[config.mk]
export PLATFORM = sky130hd
export DESIGN_NAME = acc_operand_sel_flat
export DESIGN_NICKNAME = d
export VERILOG_FILES = /design/src/rtl/acc_operand_sel_if.sv /design/src/rtl/acc_operand_sel.sv /design/src/flat_wrapper.sv
export SDC_FILE = /design/constraint.sdc
export NUM_CORES = 1
export LEC_CHECK = 0
export ABC_CLOCK_PERIOD_IN_PS = 1240
export CELL_PAD_IN_SITES_DETAIL_PLACEMENT = 1
export CELL_PAD_IN_SITES_GLOBAL_PLACEMENT = 2
export CORE_ASPECT_RATIO = 0.9
export CORE_UTILIZATION = 26
export CTS_BUF_LIST = sky130_fd_sc_hd__clkbuf_2 sky130_fd_sc_hd__clkbuf_4 sky130_fd_sc_hd__clkbuf_8
export CTS_CLUSTER_SIZE = 40
export DETAILED_ROUTE_END_ITERATION = 16
export PLACE_DENSITY_LB_ADDON = 0.1
export SYNTH_ARGS = -nofsm -noshare
export SYNTH_HDL_FRONTEND = slang
export SYNTH_SLANG_ARGS = --single-unit
[constraint.sdc]
create_clock -name i_clk -period 1.24 [get_ports i_clk]
set_input_delay 0.248 -clock i_clk [delete_from_list [all_inputs] [get_ports i_clk]]
set_output_delay 0.248 -clock i_clk [all_outputs]
set_load 0.01 [all_outputs]
[src/rtl/acc_operand_sel_if.sv]
// Handshake bundle between the operand selector, its upstream source
// and the accumulator that consumes the selected operand.
interface acc_operand_sel_if #(
  parameter int N_BUS = 16,
  parameter int N_SRC = 3,
  parameter int TAM   = 2
);
  logic [TAM-1:0]         i_sel;
  logic [N_SRC*N_BUS-1:0] i_src;
  logic                   i_valid;
  logic                   o_ready;
  logic [N_BUS-1:0]       o_data;
  logic [TAM-1:0]         o_tag;
  logic                   o_valid;
  logic                   i_ready;
  logic                   i_err_clr;
  logic                   o_sel_err;

  modport slave (
    input  i_sel, i_src, i_valid,
    input  i_ready, i_err_clr,
    output o_ready, o_data, o_tag,
    output o_valid, o_sel_err
  );

  modport master (
    output i_sel, i_src, i_valid,
    output i_ready, i_err_clr,
    input  o_ready, o_data, o_tag,
    input  o_valid, o_sel_err
  );
endinterface

[src/rtl/acc_operand_sel.sv]
// Registered operand selector for the BIP accumulator with a 2-entry
// skid buffer and a sticky illegal-select flag.
module acc_operand_sel #(
  parameter int N_BUS    = 16,
  parameter int N_SRC    = 3,
  parameter int TAM      = 2,
  parameter int N_IMM    = 11,
  parameter int SEXT_SRC = 1
) (
  input logic              i_clk,
  input logic              i_reset,
  acc_operand_sel_if.slave bus
);

  typedef enum logic [1:0] {
    EMPTY,
    ONE,
    TWO
  } state_t;

  state_t state, state_n;

  logic [N_BUS-1:0] main_data;
  logic [TAM-1:0]   main_tag;
  logic [N_BUS-1:0] skid_data;
  logic [TAM-1:0]   skid_tag;
  logic             sel_err;

  logic [N_BUS-1:0] raw;
  logic [N_BUS-1:0] sel_data;
  logic             sel_ok;
  logic             acc;
  logic             con;
  logic             ld_main;
  logic             ld_skid;
  logic             ld_fwd;

  assign sel_ok = {1'b0, bus.i_sel} < (TAM+1)'(N_SRC);

  always_comb begin
    raw = '0;
    for (int k = 0; k < N_SRC; k++) begin
      if (bus.i_sel == TAM'(k))
        raw = bus.i_src[k*N_BUS +: N_BUS];
    end
  end

  // Illegal selects yield zero rather than whatever was last latched.
  always_comb begin
    sel_data = raw;
    if (bus.i_sel == TAM'(SEXT_SRC)) begin
      for (int i = 0; i < N_BUS; i++)
        sel_data[i] = (i < N_IMM) ? raw[i] : raw[N_IMM-1];
    end
    if (!sel_ok)
      sel_data = '0;
  end

  assign bus.o_valid   = (state != EMPTY);
  assign bus.o_ready   = (state != TWO);
  assign bus.o_data    = main_data;
  assign bus.o_tag     = main_tag;
  assign bus.o_sel_err = sel_err;

  assign acc = bus.i_valid && bus.o_ready;
  assign con = bus.o_valid && bus.i_ready;

  always_comb begin
    state_n = state;
    ld_main = 1'b0;
    ld_skid = 1'b0;
    ld_fwd  = 1'b0;
    unique case (state)
      EMPTY: begin
        if (acc) begin
          ld_main = 1'b1;
          state_n = ONE;
        end
      end
      ONE: begin
        if (acc && con) begin
          ld_main = 1'b1;
        end else if (acc) begin
          ld_skid = 1'b1;
          state_n = TWO;
        end else if (con) begin
          state_n = EMPTY;
        end
      end
      TWO: begin
        if (con) begin
          ld_fwd  = 1'b1;
          state_n = ONE;
        end
      end
      default: state_n = EMPTY;
    endcase
  end

  always_ff @(posedge i_clk or posedge i_reset) begin
    if (i_reset) begin
      state     <= EMPTY;
      main_data <= '0;
      main_tag  <= '0;
      skid_data <= '0;
      skid_tag  <= '0;
    end else begin
      state <= state_n;
      if (ld_main) begin
        main_data <= sel_data;
        main_tag  <= bus.i_sel;
      end else if (ld_fwd) begin
        main_data <= skid_data;
        main_tag  <= skid_tag;
      end
      if (ld_skid) begin
        skid_data <= sel_data;
        skid_tag  <= bus.i_sel;
      end
    end
  end

  // A new illegal accept outranks a clear on the same edge.
  always_ff @(posedge i_clk or posedge i_reset) begin
    if (i_reset)
      sel_err <= 1'b0;
    else if (acc && !sel_ok)
      sel_err <= 1'b1;
    else if (bus.i_err_clr)
      sel_err <= 1'b0;
  end

endmodule

[src/flat_wrapper.sv]
// flat-port wrapper written by rule: the top's interface ports become plain ports
module acc_operand_sel_flat 
#(
  parameter int N_BUS    = 16,
  parameter int N_SRC    = 3,
  parameter int TAM      = 2,
  parameter int N_IMM    = 11,
  parameter int SEXT_SRC = 1
)
  (i_clk, i_reset, bus_i_sel, bus_i_src, bus_i_valid, bus_i_ready, bus_i_err_clr, bus_o_ready, bus_o_data, bus_o_tag, bus_o_valid, bus_o_sel_err);
  acc_operand_sel_if #(.N_BUS(N_BUS), .N_SRC(N_SRC), .TAM(TAM)) bus_i ();
  input logic i_clk;
  input logic i_reset;
  input wire logic [$bits(bus_i.i_sel)-1:0] bus_i_sel;
  input wire logic [$bits(bus_i.i_src)-1:0] bus_i_src;
  input wire logic [$bits(bus_i.i_valid)-1:0] bus_i_valid;
  input wire logic [$bits(bus_i.i_ready)-1:0] bus_i_ready;
  input wire logic [$bits(bus_i.i_err_clr)-1:0] bus_i_err_clr;
  output wire logic [$bits(bus_i.o_ready)-1:0] bus_o_ready;
  output wire logic [$bits(bus_i.o_data)-1:0] bus_o_data;
  output wire logic [$bits(bus_i.o_tag)-1:0] bus_o_tag;
  output wire logic [$bits(bus_i.o_valid)-1:0] bus_o_valid;
  output wire logic [$bits(bus_i.o_sel_err)-1:0] bus_o_sel_err;
  assign bus_i.i_sel = bus_i_sel;
  assign bus_i.i_src = bus_i_src;
  assign bus_i.i_valid = bus_i_valid;
  assign bus_i.i_ready = bus_i_ready;
  assign bus_i.i_err_clr = bus_i_err_clr;
  assign bus_o_ready = bus_i.o_ready;
  assign bus_o_data = bus_i.o_data;
  assign bus_o_tag = bus_i.o_tag;
  assign bus_o_valid = bus_i.o_valid;
  assign bus_o_sel_err = bus_i.o_sel_err;
  acc_operand_sel #(.N_BUS(N_BUS), .N_SRC(N_SRC), .TAM(TAM), .N_IMM(N_IMM), .SEXT_SRC(SEXT_SRC)) u_core (.i_clk(i_clk), .i_reset(i_reset), .bus(bus_i));
endmodule
==> results.json <==
{
  "drt_iter0_markers": 32,
  "cp_top_family": "flip-flops",
  "maxSlewViolCount": 0,
  "path_clk_slew_ns": 0.08,
  "p_int_mw": 3.57,
  "hold_viol": 0,
  "core_area_sq_um": 7730,
  "critPathMaxFanout": 3,
  "worst-endpoint-required_ns": 0.99,
  "p_leak_nw": 1.62,
  "synth.top_cell.area_share": 0.457,
  "nets": 358,
  "cts.htree.levels": 2,
  "ir_worst_vdd_v": 0.000497,
  "seq_area_frac_synth": 0.457,
  "path_cells": "buf_4 > or2_2 > buf_6",
  "clock_path_buffers": 2,
  "yosys_most_used_dff": "dfrtp_1",
  "period_minus_slack_ns": 1.51,
  "synth_nets": 247,
  "worst_slack_ns": -0.270,
  "p_seq_frac": 0.382,
  "rsz0062_at_grt": "yes",
  "syn_avg_cell_area_sq_um": 11.1,
  "worst_pin_slew_ns": 0.290,
  "antenna_found_initial": 0,
  "final_util": 0.472,
  "worst_path_max_delay_cell": "dfrtp_1",
  "synth.area.top_cells": "dfrtp_1 (46%), mux2i_1 (12%), o221ai_2 (9.1%)",
  "final_common_cell": "clkdlybuf4s50_1",
  "cts_sinks": 39,
  "violations": "setup timing",
  "worstSkewPairLatency_ns": 0.29,
  "die_w_um": 97.5,
  "status": "finished, violations left",
  "synth-async-reset-ratio": 1.00,
  "syn_to_final_growth_pct": 70.9,
  "maxClockFrequency_mhz": 662,
  "startpoint_type": "flop",
  "root_buffer": "clkbuf_8",
  "start_util": 0.276,
  "num_io_pins": 76,
  "drt-vias-per-instance": 4.60,
  "cp.buffers_inverters": 2,
  "synth.distinct_cells": 28,
  "die_area_sq_um": 8580,
  "first_pass_iters": 4,
  "drive_above_1_share": 0.365,
  "die_height_um": 88.0,
  "syn-cell-area_sq_um": 2130,
  "drcViolationCount": 0,
  "arrival_ns": 1.26,
  "final_cells": 400,
  "reg2reg_from": "u_core.state[1]$_DFFE_PP0P_",
  "p_per_area_nw_per_um2": 1420,
  "ff2ff_setup_slack_ns": -0.23,
  "combPwrFrac": 0.401,
  "grt_pass1_wl_mm": 10.3,
  "cts_tree": "yes",
  "p_sw_mw": 1.61,
  "worst-r2r-cell-count": 4,
  "synth_edf_count": 0,
  "ant_nets": 0,
  "std_cell_rows": 30,
  "ys_ff_latch": 39,
  "drv_cap": 0,
  "antenna_cells": 0,
  "finalSetupViolCount": 37,
  "dp_cells": 381,
  "cts_buffers": 5,
  "gp_congestion": 0.708,
  "pwr-share-clk": 0.217,
  "first_global_vias": 1974,
  "end_kind": "primary output",
  "skew_ns": 0.00384,
  "final_cell_mix": "clkdlybuf4s50_1 (46), dfrtp_1 (38), buf_4 (29)",
  "path_class": "flop to primary output",
  "synth_warnings": 0,
  "critPathMaxStageDelay_ns": 0.41,
  "wirelength_mm": 6.44,
  "portBuffers": 70,
  "p_sw_frac": 0.310,
  "worstReg2RegEnd": "u_core.skid_tag[1]$_DFFE_PP0P_",
  "cts_hold_buf": 0,
  "worstHoldPathType": "input pin to asynchronous set/reset pin",
  "grt_max_degree": 38,
  "route.vias.total": 1840,
  "grt.overflow.total": 0,
  "fin_crit_sh": 1.22,
  "wl_per_cell_um": 16.1,
  "maxSlewHeadroom": 0.806,
  "yosys.area.top_type": "dfrtp_1",
  "hpwl_mm": 4.39,
  "grtUsageTotal": 0.155,
  "netlist_instances": 192
}
[layer usage]
layer	vias up	wire, um	track usage
li1	906	-	-
met1	888	2890	0.195
met2	41	3280	0.277
met3	5	227	0.0327
met4	0	43	0.0361
met5	-	0	0
[cells by family after synthesis]
group,Yosys count,share of synthesized area
AND/OR/NAND/NOR,44,0.102
flip-flops,39,0.457
AO/OA/AOI/OAI,52,0.233
buffers and inverters,30,0.0803
multiplexers,27,0.128
[cell usage after synthesis (all sizes together), types with 3 or more instances]
library cell,n
nand2,14
o221ai,13
inv,15
a2bb2oi,10
nor2,16
dfrtp,39
o21a,6
mux2i,25
nand2b,3
nor2b,3
a21oi,20
buf,13
[through the flow]
step / setup TNS [ns] / total power [mW] / setup WS [ns] / area (sq um) / hold slack, ns
floorplan: -1.22 / 2.95 / -0.0846 / 2140 / 0.311
global placement: -21.56 / 3.84 / -0.705 / 3220 / 0.451
detailed placement: -22.12 / 3.88 / -0.719 / 3220 / 0.461
CTS: -5.34 / 5.05 / -0.241 / 3510 / 0.147
global route: -7.97 / 5.52 / -0.316 / 3650 / 0.139
finish: -4.95 / 5.18 / -0.270 / 3650 / 0.139
[power by group through the flow]
stage	clock network [mW]	registers (mW)	logic, mW
floorplan	0	2.01	0.944
global placement	0	1.96	1.88
detailed placement	0	1.98	1.91
CTS	1.15	1.95	1.95
global route	1.21	2.04	2.27
finish	1.12	1.98	2.08
[flip-flops by register name (all words and copies together) (netlist names)]
register              flops
u_core.bus.o_data        16
u_core.bus.o_tag          2
u_core.bus.o_sel_err      1
u_core.skid_tag           2
u_core.skid_data         16
u_core.state              2
[cell type report]
type	count	area [sq um]
Sequential cell	39	977
Timing Repair Buffer	119	1250
Tap cell	96	120
Clock inverter	2	35.0
Multi-Input combinational cell	123	1120
Fill cell	844	4090
Clock buffer	6	82.6
Inverter	15	56.3
[timing repair]
item                                    4_1_cts  5_1_grt
pin swaps                                     4        4
gates resized for setup                      56       27
cloned                                        3        1
buffers inserted                              4        4
endpoints found under the setup margin       57       53
[worst max-delay path by stage]
stage / from / to / slack (ns) / depth (start not counted)
after floorplan: u_core.state[1]$_DFFE_PP0P_ / u_core.skid_tag[0]$_DFFE_PP0P_ / -0.08 / 4
after CTS: u_core.state[1]$_DFFE_PP0P_ / u_core.skid_tag[1]$_DFFE_PP0P_ / -0.24 / 4
after detailed placement: bus_i_sel[0] / u_core.bus.o_data[2]$_DFFE_PP0P_ / -0.72 / 5
after global placement: bus_i_sel[0] / u_core.bus.o_data[2]$_DFFE_PP0P_ / -0.71 / 5
final: u_core.state[1]$_DFFE_PP0P_ / bus_o_valid / -0.27 / 3
after global routing: u_core.state[1]$_DFFE_PP0P_ / u_core.skid_tag[1]$_DFFE_PP0P_ / -0.32 / 4
[worst register-to-register path, delay by kind of cell, from the launching register on]
kind | cells | cell delay (ns)
muxes | 1 | 0.31
and+or+nand+nor | 1 | 0.31
buffers and inverters | 2 | 0.33
DFF | 1 | 0.41
(Power assumes the default switching activity.)
